<file path="src/rtl/interval_lfsr_fifo_if.sv">
// Interval stream handshake between the LFSR interval source (master) and the blink stage (slave).
interface interval_lfsr_fifo_if #(
  parameter int INTERVAL_WIDTH = 4
);
  logic [INTERVAL_WIDTH-1:0] interval_out;
  logic                      interval_valid;
  logic                      interval_ready;

  modport master (
    output interval_out,
    output interval_valid,
    input  interval_ready
  );

  modport slave (
    input  interval_out,
    input  interval_valid,
    output interval_ready
  );
endinterface

</file>
<file path="src/rtl/interval_lfsr_fifo.sv">
// LFSR interval source: samples low LFSR bits every SHIFTS_PER_SAMPLE shifts into a FWFT FIFO.
// Push-to-visible latency 1 cycle; when full without a same-edge pop, candidates are dropped and counted.
module interval_lfsr_fifo #(
  parameter int                    LFSR_WIDTH        = 8,
  parameter logic [LFSR_WIDTH-1:0] SEED              = 8'h01,
  parameter int                    SHIFTS_PER_SAMPLE = 8,
  parameter int                    INTERVAL_WIDTH    = 4,
  parameter int                    MIN_INTERVAL      = 1,
  parameter int                    FIFO_DEPTH        = 4
) (
  input  logic                          clk_edge,
  input  logic                          rstbtn,
  input  logic                          enable,
  interval_lfsr_fifo_if.master          ivl,
  output logic [$clog2(FIFO_DEPTH):0]   fill_level,
  output logic                          reject_pulse,
  output logic                          drop_pulse,
  output logic [7:0]                    drop_count,
  output logic [LFSR_WIDTH-1:0]         lfsr_state
);

  localparam int                 PTR_W    = $clog2(FIFO_DEPTH);
  localparam logic [7:0]         CNT_LAST = 8'(SHIFTS_PER_SAMPLE - 1);
  localparam logic [PTR_W:0]     FULL_LVL = (PTR_W + 1)'(FIFO_DEPTH);
  localparam logic [31:0]        MIN_U    = 32'(MIN_INTERVAL);

  logic [LFSR_WIDTH-1:0]     r_lfsr;
  logic [7:0]                r_cnt;
  logic [INTERVAL_WIDTH-1:0] r_mem [FIFO_DEPTH];
  logic [PTR_W-1:0]          r_wr_ptr;
  logic [PTR_W-1:0]          r_rd_ptr;
  logic [PTR_W:0]            r_fill;
  logic                      r_reject;
  logic                      r_drop;
  logic [7:0]                r_drop_cnt;

  logic                      w_fb;
  logic [LFSR_WIDTH-1:0]     w_lfsr_next;
  logic                      w_sample;
  logic [INTERVAL_WIDTH-1:0] w_cand;
  logic                      w_below;
  logic                      w_not_empty;
  logic                      w_full;
  logic                      w_pop;
  logic                      w_push;
  logic                      w_drop;

  // Taps x^8+x^6+x^5+x^4+1; only meaningful for an 8-bit register.
  assign w_fb        = r_lfsr[7] ^ r_lfsr[5] ^ r_lfsr[4] ^ r_lfsr[3];
  assign w_lfsr_next = {r_lfsr[LFSR_WIDTH-2:0], w_fb};

  // The candidate comes from the post-shift state, so it is visible in lfsr_state after the edge.
  assign w_sample    = enable && (r_cnt == CNT_LAST);
  assign w_cand      = w_lfsr_next[INTERVAL_WIDTH-1:0];
  assign w_below     = (32'(w_cand) < MIN_U);

  assign w_not_empty = (r_fill != '0);
  assign w_full      = (r_fill == FULL_LVL);
  assign w_pop       = w_not_empty && ivl.interval_ready;
  assign w_push      = w_sample && !w_below && (!w_full || w_pop);
  assign w_drop      = w_sample && !w_below && w_full && !w_pop;

  always_ff @(posedge clk_edge or posedge rstbtn) begin
    if (rstbtn) begin
      r_lfsr <= SEED;
      r_cnt  <= '0;
    end else if (enable) begin
      r_lfsr <= w_lfsr_next;
      r_cnt  <= (r_cnt == CNT_LAST) ? 8'd0 : r_cnt + 8'd1;
    end
  end

  always_ff @(posedge clk_edge or posedge rstbtn) begin
    if (rstbtn) begin
      for (int i = 0; i < FIFO_DEPTH; i++) begin
        r_mem[i] <= '0;
      end
      r_wr_ptr <= '0;
      r_rd_ptr <= '0;
      r_fill   <= '0;
    end else begin
      if (w_push) begin
        r_mem[r_wr_ptr] <= w_cand;
        r_wr_ptr        <= r_wr_ptr + 1'b1;
      end
      if (w_pop) begin
        r_rd_ptr <= r_rd_ptr + 1'b1;
      end
      case ({w_push, w_pop})
        2'b10:   r_fill <= r_fill + 1'b1;
        2'b01:   r_fill <= r_fill - 1'b1;
        default: r_fill <= r_fill;
      endcase
    end
  end

  always_ff @(posedge clk_edge or posedge rstbtn) begin
    if (rstbtn) begin
      r_reject   <= 1'b0;
      r_drop     <= 1'b0;
      r_drop_cnt <= '0;
    end else begin
      r_reject <= w_sample && w_below;
      r_drop   <= w_drop;
      if (w_drop && (r_drop_cnt != 8'hFF)) begin
        r_drop_cnt <= r_drop_cnt + 8'd1;
      end
    end
  end

  // Head is masked to zero when empty so a stale entry is never presented.
  assign ivl.interval_out   = w_not_empty ? r_mem[r_rd_ptr] : '0;
  assign ivl.interval_valid = w_not_empty;
  assign fill_level         = r_fill;
  assign reject_pulse       = r_reject;
  assign drop_pulse         = r_drop;
  assign drop_count         = r_drop_cnt;
  assign lfsr_state         = r_lfsr;

  a_fill_bound: assert property (@(posedge clk_edge) disable iff (rstbtn) r_fill <= FULL_LVL);
  a_no_overrun: assert property (@(posedge clk_edge) disable iff (rstbtn) !(w_push && w_full && !w_pop));

endmodule

</file>
<file path="src/flat_wrapper.sv">
// flat-port wrapper written by rule: the top's interface ports become plain ports
module interval_lfsr_fifo_flat 
#(
  parameter int                    LFSR_WIDTH        = 8,
  parameter logic [LFSR_WIDTH-1:0] SEED              = 8'h01,
  parameter int                    SHIFTS_PER_SAMPLE = 8,
  parameter int                    INTERVAL_WIDTH    = 4,
  parameter int                    MIN_INTERVAL      = 1,
  parameter int                    FIFO_DEPTH        = 4
)
  (clk_edge, rstbtn, enable, fill_level, reject_pulse, drop_pulse, drop_count, lfsr_state, ivl_interval_out, ivl_interval_valid, ivl_interval_ready);
  interval_lfsr_fifo_if #(.INTERVAL_WIDTH(INTERVAL_WIDTH)) ivl_i ();
  input  logic clk_edge;
  input  logic rstbtn;
  input  logic enable;
  output logic [$clog2(FIFO_DEPTH):0] fill_level;
  output logic reject_pulse;
  output logic drop_pulse;
  output logic [7:0] drop_count;
  output logic [LFSR_WIDTH-1:0] lfsr_state;
  output wire logic [$bits(ivl_i.interval_out)-1:0] ivl_interval_out;
  output wire logic [$bits(ivl_i.interval_valid)-1:0] ivl_interval_valid;
  input wire logic [$bits(ivl_i.interval_ready)-1:0] ivl_interval_ready;
  assign ivl_interval_out = ivl_i.interval_out;
  assign ivl_interval_valid = ivl_i.interval_valid;
  assign ivl_i.interval_ready = ivl_interval_ready;
  interval_lfsr_fifo #(.LFSR_WIDTH(LFSR_WIDTH), .SEED(SEED), .SHIFTS_PER_SAMPLE(SHIFTS_PER_SAMPLE), .INTERVAL_WIDTH(INTERVAL_WIDTH), .MIN_INTERVAL(MIN_INTERVAL), .FIFO_DEPTH(FIFO_DEPTH)) u_core (.clk_edge(clk_edge), .rstbtn(rstbtn), .enable(enable), .ivl(ivl_i), .fill_level(fill_level), .reject_pulse(reject_pulse), .drop_pulse(drop_pulse), .drop_count(drop_count), .lfsr_state(lfsr_state));
endmodule
</file>
<file path="config.mk">
export PLATFORM = sky130hd
export DESIGN_NAME = interval_lfsr_fifo_flat
export DESIGN_NICKNAME = d
export VERILOG_FILES = /design/src/rtl/interval_lfsr_fifo_if.sv /design/src/rtl/interval_lfsr_fifo.sv /design/src/flat_wrapper.sv
export SDC_FILE = /design/constraint.sdc
export NUM_CORES = 1
export LEC_CHECK = 0
export ABC_AREA = 1
export BUFFER_PORTS_ARGS = -buffer_cell sky130_fd_sc_hd__buf_2
export CAP_MARGIN = 20
export CORE_MARGIN = 2
export CORE_UTILIZATION = 58
export DETAILED_ROUTE_END_ITERATION = 8
export MAX_ROUTING_LAYER = met4
export PLACE_DENSITY = 0.82
export SYNTH_ARGS = -nofsm -noshare
export SYNTH_HDL_FRONTEND = slang
export SYNTH_SLANG_ARGS = --single-unit
</file>
<file path="constraint.sdc">
create_clock -name clk_edge -period 2.4 [get_ports clk_edge]
set_input_delay 0 -clock clk_edge [delete_from_list [all_inputs] [get_ports clk_edge]]
set_output_delay 0 -clock clk_edge [all_outputs]
set_load 0.02 [all_outputs]
</file>
==> out/metrics.csv <==
metric,value,unit
rsz_0062_raised_after_global_routing,false,
fin_worst_skew,0.00471,ns
totalPowerFinal,2.64,mW
timing.critical_path.cells,nor2_1 > nand2_2 > nand2_1 > nand2_1 > nand3_4 > ha_1 > inv_1 > fa_1 > a21oi_1 > o21ai_0 > xor2_1,
gr-usage-met2,31.3,%
netlist-cell-type-count,27,
place.detailed.hpwl,3.38,mm
worst_r2r_startpoint,u_core.fill_level[0],
critical_path.max_fanout,4,
clk_pin_slew_worst_paths,0.09,ns
worst_slew_margin_rel,75.9,%
grt.met3_usage,5.48,%
worst_path_largest_cell_delay,0.42,ns
cts_root_buf,clkbuf_8,
layout_common_cells,"nand2_1, inv_1, dfrtp_1",
antenna-diode-count,0,
buffer_ports.inserted,29,
r2r.worst_path.cells,11,
total_global_routing_track_utilization,21.4,%
die_width,69.9,µm
drt-total-wl,4.62,mm
final_layout_size_suffix_gt1_share,16.2,%
worst_ir_drop_vdd,0.000574,V
layout.filler_cells,332,
setup-tns-final,0,ns
synth.yosys.warnings,0,
cap_viol_max_count,0,
drt-initial-drc-count,139,
cts_repair_resize_count,0,
holdBufCountCts,1,
globalplace.congestion,0.838,
cts.repair_timing.setup_buffer_count,0,
mostFrequentLayoutCell,nand2_1,
rows,23,
critical_setup_path_kind,reg2reg,
worst_r2r_endpoint,u_core.fill_level[2],
critPathMostFrequentCell,nand2_1,
fp.dieH,69.9,µm
netlist_area,2520,µm²
global_route.usage.met1,29.4,%
final-hold-violation-count,0,
ant_nets,0,
timing.critical_path.arrival,2.36,ns
postSynthAreaPerCell,8.48,µm²
postSynthRegisterBits,49,
timing.final.ws_setup,0.221,ns
critical_path.startpoint_type,flip-flop,
drv_slew,0,
detail_route.drc_violations,0,
timing.critical_path.slowest_stage_cell,dfrtp_1,
clock_insertion_delay_worst_skew,0.30,ns
place.detailed.instances,373,
grt_remaining_overflow,0,
synthesis.instances,297,
run_status,completed,
timing.reg2reg.setup_slack,0.22,ns
grt_pass1_vias,1789,
dieArea,4880,µm²
cts_inserted_buffers,5,
grt_start_max_net_pins,50,
clockBufferDepth,2,
layout.cells.non_filler,383,
clkSinkCount,49,
cts-htree-levels,2,
grt_first_pass_wirelength,8.18,mm
synth_nets,309,
drt-vias-per-instance,5.01,
nNetsFinal,344,
worstSetupEndpoint,u_core.fill_level[2],
sequential_cell_area_fraction_in_the_yosys_report,48.8,%
routedWlPerCell,12.1,µm
final_setup_violations,0,
antenna_found_initial,0,
crit_start,u_core.fill_level[0],
core,4090,µm²
leakagePower,1.50,nW
effective_utilization_at_floorplan,61.6,%
critPathCaptureType,flip-flop,
num_vias,1920,
timing.final.crit_share,90.8,%
powerDensity,935,nW/µm²
syn2layout_area_growth,12.1,%
worst_pin_slew,0.362,ns
finalWorstPathRequiredPeriod,2.18,ns
fmaxAchievable,0.459,GHz
place_worst_setup_slack,0.234,ns
global_route.peak_usage_layer,met2,
drt_pass_1_iters,4,
tritoncts,done,
crit_required,2.58,ns
hold_path.class,in2reg,
num_io_pins,30,
==> state kept, by name, summed over array words and instances, names as in the netlist <==
name                 cells
u_core.fill_level        3
u_core.reject_pulse      1
u_core.r_rd_ptr          2
u_core.drop_pulse        1
u_core.drop_count        8
u_core.lfsr_state        8
u_core.r_wr_ptr          2
u_core.r_mem            16
u_core.r_cnt             8
==> where the power goes <==
part | internal [mW] | total [mW] | switching (mW)
clock | 0.202 | 0.464 | 0.261
combinational | 0.346 | 0.988 | 0.642
sequential | 0.997 | 1.19 | 0.189
==> synthesized netlist by cell type (all sizes together) <==
| master | instances | area share, % |
|---|---|---|
| nor3b | 1 | 0.30 |
| a31oi | 1 | 0.25 |
| clkbuf | 3 | 0.45 |
| nand3 | 13 | 3.5 |
| dfrtp | 48 | 48 |
| inv | 50 | 7.6 |
| o21bai | 5 | 1.5 |
| o21ai | 31 | 6.6 |
| nor3 | 5 | 0.99 |
| nand2 | 70 | 10 |
| nor2 | 24 | 4.9 |
| a21oi | 14 | 2.8 |
| buf | 2 | 0.89 |
| fa | 1 | 0.80 |
| nand4 | 4 | 0.99 |
| xnor2 | 4 | 1.4 |
| xor2 | 12 | 4.2 |
| ha | 7 | 3.5 |
| dfstp | 1 | 1.0 |
| o211ai | 1 | 0.30 |
==> final cells by class <==
class | instances | area [µm²] | area share (%)
Sequential cell | 49 | 1230 | 43.5
Clock inverter | 2 | 10.0 | 0.355
Timing Repair Buffer | 33 | 190 | 6.74
Multi-Input combinational cell | 193 | 1070 | 37.9
Clock buffer | 6 | 72.6 | 2.57
Tap cell | 50 | 62.6 | 2.22
Inverter | 50 | 190 | 6.74
==> how the worst min path moves through the flow <==
stage | start | endpoint | slack [ns] | cells after the start
after global placement | rstbtn | u_core.r_cnt[6] | 0.29 | 2
after detailed placement | rstbtn | u_core.r_cnt[6] | 0.30 | 2
after global routing | enable | u_core.r_cnt[1] | 0.08 | 3
final | enable | u_core.lfsr_state[0] | 0.06 | 3
after floorplan | enable | u_core.lfsr_state[4] | 0.22 | 2
after CTS | enable | u_core.lfsr_state[0] | 0.04 | 3
==> routing by layer <==
| layer | routed length [µm] | part of all wire [%] |
|---|---|---|
| met4 | 82 | 1.8 |
| met3 | 198 | 4.3 |
| met2 | 2040 | 44 |
| met5 | 0 | 0 |
| met1 | 2300 | 50 |
==> logic make-up after synthesis <==
logic type / after synthesis / share of synthesized area [%]
buffers and inverters: 55 / 8.90
AO/OA/AOI/OAI: 52 / 11.4
flip-flops: 49 / 48.8
AND/OR/NAND/NOR: 117 / 21.1
XOR/XNOR: 16 / 5.57
adder cells (fa/ha/maj): 8 / 4.27
==> worst max-delay path, delay by kind of cell (launching register included) <==
kind	cells	cell delay, ns
DFF	1	0.42
and+or+nand+nor	5	0.61
xor gates and xnor gates	1	0.15
AOI/OAI and AO/OA	2	0.26
adders and majority gates	2	0.53
buffers and inverters	1	0.07
==> metrics by stage <==
| step | util [%] | cell area, µm² | hold slack, ns |
|---|---|---|---|
| after floorplan | - | 2520 | 0.225 |
| after global placement | 66.3 | 2710 | 0.292 |
| after detailed placement | 66.3 | 2710 | 0.295 |
| after CTS | 68.6 | 2800 | 0.0442 |
| after global routing | 69.0 | 2820 | 0.0756 |
| final | 69.0 | 2820 | 0.0624 |
Note: power is estimated with default switching activity, not from simulation.
